===== src/rtl/karatsuba_pkg.sv =====
// rtl/karatsuba_pkg.sv - shared encodings and widths for the Karatsuba multiplier
package karatsuba_pkg;

    localparam int HALF  = 4;
    localparam int SUMW  = 5;
    localparam int PRODW = 10;
    localparam int RESW  = 16;

    typedef enum logic [1:0] {
        ROM_NONE = 2'd0,
        ROM_HH   = 2'd1,
        ROM_LL   = 2'd2,
        ROM_SS   = 2'd3
    } rom_sel_e;

    typedef enum logic [1:0] {
        SOMA_NONE  = 2'd0,
        SOMA_AB    = 2'd1,
        SOMA_SUB   = 2'd2,
        SOMA_FINAL = 2'd3
    } soma_sel_e;

endpackage


===== src/rtl/karatsuba_datapath_8bit_if.sv =====
// rtl/karatsuba_datapath_8bit_if.sv - control-unit strobe bus between controller and datapath
interface karatsuba_datapath_8bit_if;
    import karatsuba_pkg::*;

    logic [7:0]      X;
    logic [7:0]      Y;
    logic            LD_XY;
    logic            LD_DE0;
    logic            LD_A;
    logic            LD_B;
    logic            LD_DE1;
    logic            LD_AB;
    logic            LD_DE_ABshift;
    logic            LD_RES;
    logic [1:0]      SELROM;
    logic [1:0]      SELSOMA;
    logic [RESW-1:0] P;
    logic            RES_VALID;
    logic            ERR;

    modport master (
        output X, Y, LD_XY, LD_DE0, LD_A, LD_B, LD_DE1, LD_AB, LD_DE_ABshift, LD_RES,
               SELROM, SELSOMA,
        input  P, RES_VALID, ERR
    );

    modport slave (
        input  X, Y, LD_XY, LD_DE0, LD_A, LD_B, LD_DE1, LD_AB, LD_DE_ABshift, LD_RES,
               SELROM, SELSOMA,
        output P, RES_VALID, ERR
    );

endinterface


===== src/rtl/karatsuba_prod_unit.sv =====
// rtl/karatsuba_prod_unit.sv - shared 5x5 multiplier with operand mux and PROD register
module karatsuba_prod_unit
    import karatsuba_pkg::*;
(
    input  logic             clk,
    input  logic             rst_n,
    input  rom_sel_e         sel_i,
    input  logic [7:0]       xr_i,
    input  logic [7:0]       yr_i,
    input  logic [SUMW-1:0]  sx_i,
    input  logic [SUMW-1:0]  sy_i,
    output logic [PRODW-1:0] prod_o
);

    logic [SUMW-1:0]  op_a;
    logic [SUMW-1:0]  op_b;
    logic [PRODW-1:0] prod_d;
    logic [PRODW-1:0] prod_q;

    always_comb begin
        op_a = '0;
        op_b = '0;
        case (sel_i)
            ROM_HH: begin
                op_a = SUMW'(xr_i[7:HALF]);
                op_b = SUMW'(yr_i[7:HALF]);
            end
            ROM_LL: begin
                op_a = SUMW'(xr_i[HALF-1:0]);
                op_b = SUMW'(yr_i[HALF-1:0]);
            end
            ROM_SS: begin
                op_a = sx_i;
                op_b = sy_i;
            end
            default: ;
        endcase
    end

    always_comb begin
        prod_d = prod_q;
        if (sel_i != ROM_NONE) begin
            prod_d = PRODW'(op_a) * PRODW'(op_b);
        end
    end

    always_ff @(posedge clk or negedge rst_n) begin
        if (!rst_n) begin
            prod_q <= '0;
        end else begin
            prod_q <= prod_d;
        end
    end

    assign prod_o = prod_q;

endmodule


===== src/rtl/karatsuba_datapath_8bit.sv =====
// rtl/karatsuba_datapath_8bit.sv - Karatsuba 8x8 datapath responding to control-unit strobes
module karatsuba_datapath_8bit
    import karatsuba_pkg::*;
#(
    parameter int W = 8
) (
    input  logic                    clk,
    input  logic                    RESET_N,
    karatsuba_datapath_8bit_if.slave bus
);

    logic [W-1:0]     xr_q, yr_q;
    logic [SUMW-1:0]  sx_q, sy_q;
    logic [7:0]       a_q, b_q;
    logic [PRODW-1:0] de_q;
    logic [8:0]       ab_q;
    logic [PRODW-1:0] mid_q;
    logic [RESW-1:0]  sum_d, sum_q;
    logic [RESW-1:0]  p_q;
    logic             valid_d, valid_q;
    logic             err_d, err_q;
    logic [PRODW-1:0] prod;
    logic [PRODW-1:0] diff;
    logic [7:0]       ld_vec;
    logic             viol;
    soma_sel_e        soma;

    assign soma = soma_sel_e'(bus.SELSOMA);
    assign diff = de_q - PRODW'(ab_q);

    karatsuba_prod_unit u_prod (
        .clk    (clk),
        .rst_n  (RESET_N),
        .sel_i  (rom_sel_e'(bus.SELROM)),
        .xr_i   (xr_q),
        .yr_i   (yr_q),
        .sx_i   (sx_q),
        .sy_i   (sy_q),
        .prod_o (prod)
    );

    always_comb begin
        sum_d = sum_q;
        case (soma)
            SOMA_AB:    sum_d = RESW'(a_q) + RESW'(b_q);
            SOMA_SUB:   sum_d = RESW'(diff);
            SOMA_FINAL: sum_d = {a_q, 8'h00} + {2'b00, mid_q, 4'h0} + RESW'(b_q);
            default:    ;
        endcase
    end

    assign ld_vec = {bus.LD_XY, bus.LD_DE0, bus.LD_A, bus.LD_B,
                     bus.LD_DE1, bus.LD_AB, bus.LD_DE_ABshift, bus.LD_RES};

    // A violation on the same edge as LD_XY wins, so a bad restart stays flagged
    always_comb begin
        viol = ($countones(ld_vec) > 1)
            || ((bus.SELROM != 2'd0) && (bus.SELSOMA != 2'd0))
            || ((soma == SOMA_SUB) && (de_q < PRODW'(ab_q)));
        err_d = err_q;
        if (viol) begin
            err_d = 1'b1;
        end else if (bus.LD_XY) begin
            err_d = 1'b0;
        end
        valid_d = valid_q;
        if (bus.LD_XY) begin
            valid_d = 1'b0;
        end else if (bus.LD_RES) begin
            valid_d = 1'b1;
        end
    end

    always_ff @(posedge clk or negedge RESET_N) begin
        if (!RESET_N) begin
            xr_q    <= '0;
            yr_q    <= '0;
            sx_q    <= '0;
            sy_q    <= '0;
            a_q     <= '0;
            b_q     <= '0;
            de_q    <= '0;
            ab_q    <= '0;
            mid_q   <= '0;
            sum_q   <= '0;
            p_q     <= '0;
            valid_q <= 1'b0;
            err_q   <= 1'b0;
        end else begin
            if (bus.LD_XY) begin
                xr_q <= bus.X;
                yr_q <= bus.Y;
            end
            if (bus.LD_DE0) begin
                sx_q <= SUMW'(xr_q[W-1:HALF]) + SUMW'(xr_q[HALF-1:0]);
                sy_q <= SUMW'(yr_q[W-1:HALF]) + SUMW'(yr_q[HALF-1:0]);
            end
            if (bus.LD_A)          a_q   <= prod[7:0];
            if (bus.LD_B)          b_q   <= prod[7:0];
            if (bus.LD_DE1)        de_q  <= prod;
            if (bus.LD_AB)         ab_q  <= sum_q[8:0];
            if (bus.LD_DE_ABshift) mid_q <= sum_q[PRODW-1:0];
            if (bus.LD_RES)        p_q   <= sum_q;
            sum_q   <= sum_d;
            valid_q <= valid_d;
            err_q   <= err_d;
        end
    end

    assign bus.P         = p_q;
    assign bus.RES_VALID = valid_q;
    assign bus.ERR       = err_q;

endmodule


===== src/flat_wrapper.sv =====
// flat-port wrapper written by rule: the top's interface ports become plain ports
module karatsuba_datapath_8bit_flat import karatsuba_pkg::*;
#(
    parameter int W = 8
)
  (clk, RESET_N, bus_X, bus_Y, bus_LD_XY, bus_LD_DE0, bus_LD_A, bus_LD_B, bus_LD_DE1, bus_LD_AB, bus_LD_DE_ABshift, bus_LD_RES, bus_SELROM, bus_SELSOMA, bus_P, bus_RES_VALID, bus_ERR);
  karatsuba_datapath_8bit_if bus_i ();
  input  logic clk;
  input  logic RESET_N;
  input wire logic [$bits(bus_i.X)-1:0] bus_X;
  input wire logic [$bits(bus_i.Y)-1:0] bus_Y;
  input wire logic [$bits(bus_i.LD_XY)-1:0] bus_LD_XY;
  input wire logic [$bits(bus_i.LD_DE0)-1:0] bus_LD_DE0;
  input wire logic [$bits(bus_i.LD_A)-1:0] bus_LD_A;
  input wire logic [$bits(bus_i.LD_B)-1:0] bus_LD_B;
  input wire logic [$bits(bus_i.LD_DE1)-1:0] bus_LD_DE1;
  input wire logic [$bits(bus_i.LD_AB)-1:0] bus_LD_AB;
  input wire logic [$bits(bus_i.LD_DE_ABshift)-1:0] bus_LD_DE_ABshift;
  input wire logic [$bits(bus_i.LD_RES)-1:0] bus_LD_RES;
  input wire logic [$bits(bus_i.SELROM)-1:0] bus_SELROM;
  input wire logic [$bits(bus_i.SELSOMA)-1:0] bus_SELSOMA;
  output wire logic [$bits(bus_i.P)-1:0] bus_P;
  output wire logic [$bits(bus_i.RES_VALID)-1:0] bus_RES_VALID;
  output wire logic [$bits(bus_i.ERR)-1:0] bus_ERR;
  assign bus_i.X = bus_X;
  assign bus_i.Y = bus_Y;
  assign bus_i.LD_XY = bus_LD_XY;
  assign bus_i.LD_DE0 = bus_LD_DE0;
  assign bus_i.LD_A = bus_LD_A;
  assign bus_i.LD_B = bus_LD_B;
  assign bus_i.LD_DE1 = bus_LD_DE1;
  assign bus_i.LD_AB = bus_LD_AB;
  assign bus_i.LD_DE_ABshift = bus_LD_DE_ABshift;
  assign bus_i.LD_RES = bus_LD_RES;
  assign bus_i.SELROM = bus_SELROM;
  assign bus_i.SELSOMA = bus_SELSOMA;
  assign bus_P = bus_i.P;
  assign bus_RES_VALID = bus_i.RES_VALID;
  assign bus_ERR = bus_i.ERR;
  karatsuba_datapath_8bit #(.W(W)) u_core (.clk(clk), .RESET_N(RESET_N), .bus(bus_i));
endmodule

===== config.mk =====
export PLATFORM = sky130hd
export DESIGN_NAME = karatsuba_datapath_8bit_flat
export DESIGN_NICKNAME = d
export VERILOG_FILES = /design/src/rtl/karatsuba_pkg.sv /design/src/rtl/karatsuba_datapath_8bit_if.sv /design/src/rtl/karatsuba_prod_unit.sv /design/src/rtl/karatsuba_datapath_8bit.sv /design/src/flat_wrapper.sv
export SDC_FILE = /design/constraint.sdc
export NUM_CORES = 1
export LEC_CHECK = 0
export CAP_MARGIN = 25
export CORE_MARGIN = 2
export CORE_UTILIZATION = 55
export CTS_BUF_LIST = sky130_fd_sc_hd__clkbuf_8
export DETAILED_ROUTE_END_ITERATION = 7
export PLACE_DENSITY = 0.78
export SLEW_MARGIN = 10
export SYNTH_ARGS = -nofsm -noshare
export SYNTH_HDL_FRONTEND = slang
export SYNTH_SLANG_ARGS = --single-unit

===== constraint.sdc =====
create_clock -name clk -period 9.36 [get_ports clk]
set_input_delay 1.404 -clock clk [delete_from_list [all_inputs] [get_ports clk]]
set_output_delay 1.404 -clock clk [all_outputs]
set_load 0.1 [all_outputs]

==> flow_summary.toml <==
[cts]
htree_num_levels = 4
tritoncts = "done"
cts_resized = 0
insertion_delay_ns = 0.45
clk_pin_slew_ns = 0.07
cts_buffers = 17
cts.sinks = 115
root_buffer = "clkbuf_8"
hold_buffers = 0
post_cts_buffers = 0
cts_buffer_depth = 2

[place]
dpl.cell_count = 827
numPortBuffers = 47
place_congestion = 0.8959
place_hpwl_mm = 11.21

[setup_path]
cpPeakStageDelay_ns = 0.84
worst_setup_path_end_kind = "flop"
critPathArrivalTime_ns = 6.24
crit_buf_inv = 2
critical_path_class = "in2reg"
worstPathMaxFanout = 17
cp-start-kind = "input pin"
cp_top_family = "adder cells"
cp.required_ns = 9.74
crit_top_cell = "fa_1"
crit_chain = "clkdlybuf4s50_1 -> nor2b_1 -> a22oi_1 -> or2_2 -> fa_1 -> inv_1 -> fa_1 -> fa_1 -> ha_1 -> a21o_1 -> a21oi_1 -> nor2_1 -> or4_1 -> nand3_1"
critPathSlowestCell = "clkdlybuf4s50_1"

[final_layout]
stdcell_count = 858
final_common_cell = "dfrtp_1"
syn_to_final_growth_pct = 14.53
fin_nets = 785
fill_cells = 948
drive_gt1_share_pct = 18.12
final_cell_mix = "dfrtp_1, mux2_2, ha_1, inv_1, clkdlybuf4s50_1"
multiInputGateArea_um2 = 3786
diodes = 0
seqCellArea_um2 = 2878

[synth]
synth_area_leaders = "dfrtp_1, mux2_2, ha_1, fa_1, o21ai_0"
synth_cell_types = 58
netlist_area_um2 = 6924
synth-seq-cells = 115
yosysTopAreaCellShare_pct = 41.56
seq_area_frac_synth_pct = 41.56
postSynth.asyncResetShare_pct = 100.0
yosysWarnings = 0
synth-main-ff-cell = "dfrtp_1"
syn_nets = 738
synth_edf_count = 0
syn_inst = 631
synth_area_per_cell_um2 = 10.97
synth.largest_area_cell = "dfrtp_1"

[status]
outcome = "completed"

[pwr]
totalPowerFinal_w = 0.002579
ir_worst_vdd_v = 0.0001193
powerDensity_nw_per_um2 = 325.2
p_leak_nw = 3.680
p_comb_share_pct = 49.5
p_sw_w = 0.001105
sequentialPowerShare_pct = 32.3
p_sw_share_pct = 42.85
clock_power_share_pct = 18.3
internal-power_w = 0.001474

[global_route]
globalRoute.totalOverflow = 0
grt_max_degree = 75
grt_first_pass_wirelength_mm = 24.13
track_usage_pct = 23.35
grt_pass1_vias = 5003
grt_antenna_before_repair = 0

[routing]
drtIter0Drc = 318
viasPerCell = 5.731
vias = 4917
ant_nets = 0
dr.pass1.iters = 5
route.detailed.drc = 0
wl_per_cell_um = 17.08
totalWireLength_mm = 14.66

[timing]
fin_crit_sh_pct = 62.64
setup_viol = 0
worst-slew-pin-transition_ns = 0.9791
fin_crit_ns = 5.863
drv_slew = 0
rsz0062_at_grt = "no"
worst_clock_skew_ns = 0.01475
final_hold_viol_count = 0
fin_setup_tns_ns = 0
fmax_mhz = 170.6
slew-limit-headroom_pct = 34.53

[die]
fp.dieW_um = 116.2
coreArea_um2 = 12160
start_util_pct = 56.93
ioPinCount = 48
rows = 40
die-area_um2 = 13500
die_h_um = 116.2

[worst_hold_path]
hp-class = "reg2reg"

[job]
drv_cap = 0
==> through the flow <==
stage,instance area [um2],utilization (%),worst slack [ns],hold slack [ns]
after global routing,7930,65.21,3.162,0.5203
after floorplan,6924,-,4.091,0.4444
final,7930,65.21,3.497,0.4782
after global placement,7530,61.91,3.248,0.4594
after detailed placement,7530,61.91,3.050,0.4703
after CTS,7930,65.21,3.546,0.4857
==> metal layers <==
metal  routed length, um  track usage [%]
met5                   0                0
met4                 257            9.365
met3                 614            4.463
met2                7450            40.58
met1                6335            28.85
==> kinds of logic after synthesis <==
group	count (synthesis)	share of synthesized area, %
AO/OA/AOI/OAI	136	12.83
AND/OR/NAND/NOR	128	8.619
flip-flops	115	41.56
multiplexers	85	14.58
adder cells (fa/ha/maj)	77	15.87
buffers and inverters	68	3.759
XOR/XNOR	22	2.783
==> flip-flops by register name (all words and copies together) (netlist names) <==
name,count
u_core.a_q,8
u_core.ab_q,9
u_core.b_q,8
u_core.bus.ERR,1
u_core.bus.P,16
u_core.bus.RES_VALID,1
u_core.de_q,10
u_core.mid_q,10
u_core.sum_q,16
u_core.sx_q,5
u_core.sy_q,5
u_core.u_prod.prod_o,10
u_core.xr_q,8
u_core.yr_q,8
==> worst reg2reg max path, cell delays in order (launching register included) <==
cell and delay, ns:
dfrtp_1 0.36, inv_1 0.09, o21ai_0 0.18, a22oi_1 0.16
or2_2 0.35, fa_1 0.50, inv_1 0.05, fa_1 0.50
fa_1 0.49, ha_1 0.37, a21o_1 0.18, a21oi_1 0.23
nor2_1 0.08, or4_1 0.46, nand3_1 0.09
==> power groups by stage <==
stage	Sequential [W]	Clock [W]	Combinational (W)
floorplan	0.00101	0	0.000769
detailed placement	0.000838	0	0.00127
global placement	0.000830	0	0.00122
finish	0.000832	0.000471	0.00128
CTS	0.000830	0.000481	0.00127
global route	0.000853	0.000502	0.00139
==> worst paths after layout <==
path	slack, ns	end	depth (start not counted)	start
worst max-delay path	3.50	u_core.u_prod.prod_o[8]	14	bus_SELROM[0]
worst min-delay path	0.48	u_core.sum_q[14]	2	u_core.sum_q[14]
worst max register to register	5.20	u_core.u_prod.prod_o[8]	14	u_core.xr_q[1]
worst min register to register	0.48	u_core.sum_q[14]	2	u_core.sum_q[14]
max in group asynchronous	7.12	u_core.sx_q[0]	2	RESET_N
min in group asynchronous	0.92	u_core.sum_q[3]	1	RESET_N
==> area by class of cell <==
| cell class | count | area share (%) |
|---|---|---|
| clock buffers | 19 | 3.298 |
| clock inverters | 12 | 1.751 |
| inverters | 48 | 2.272 |
| multi-input cells | 448 | 47.74 |
| flip-flops and latches | 115 | 36.29 |
| well taps | 168 | 2.651 |
| repair buffers | 48 | 5.996 |
==> cells in the mapped netlist, types with 6 or more instances <==
library cell,n
xnor2_1,12
a21oi_1,27
o21ai_0,42
or2_2,6
a22oi_1,9
ha_1,59
clkbuf_1,13
nand2_1,43
nor2_1,37
fa_1,18
o211ai_1,9
a21o_1,12
dfrtp_1,115
xor2_1,10
mux2_2,77
inv_1,47
nor3_1,9
No activity file was read; power rests on OpenSTA's default activity.
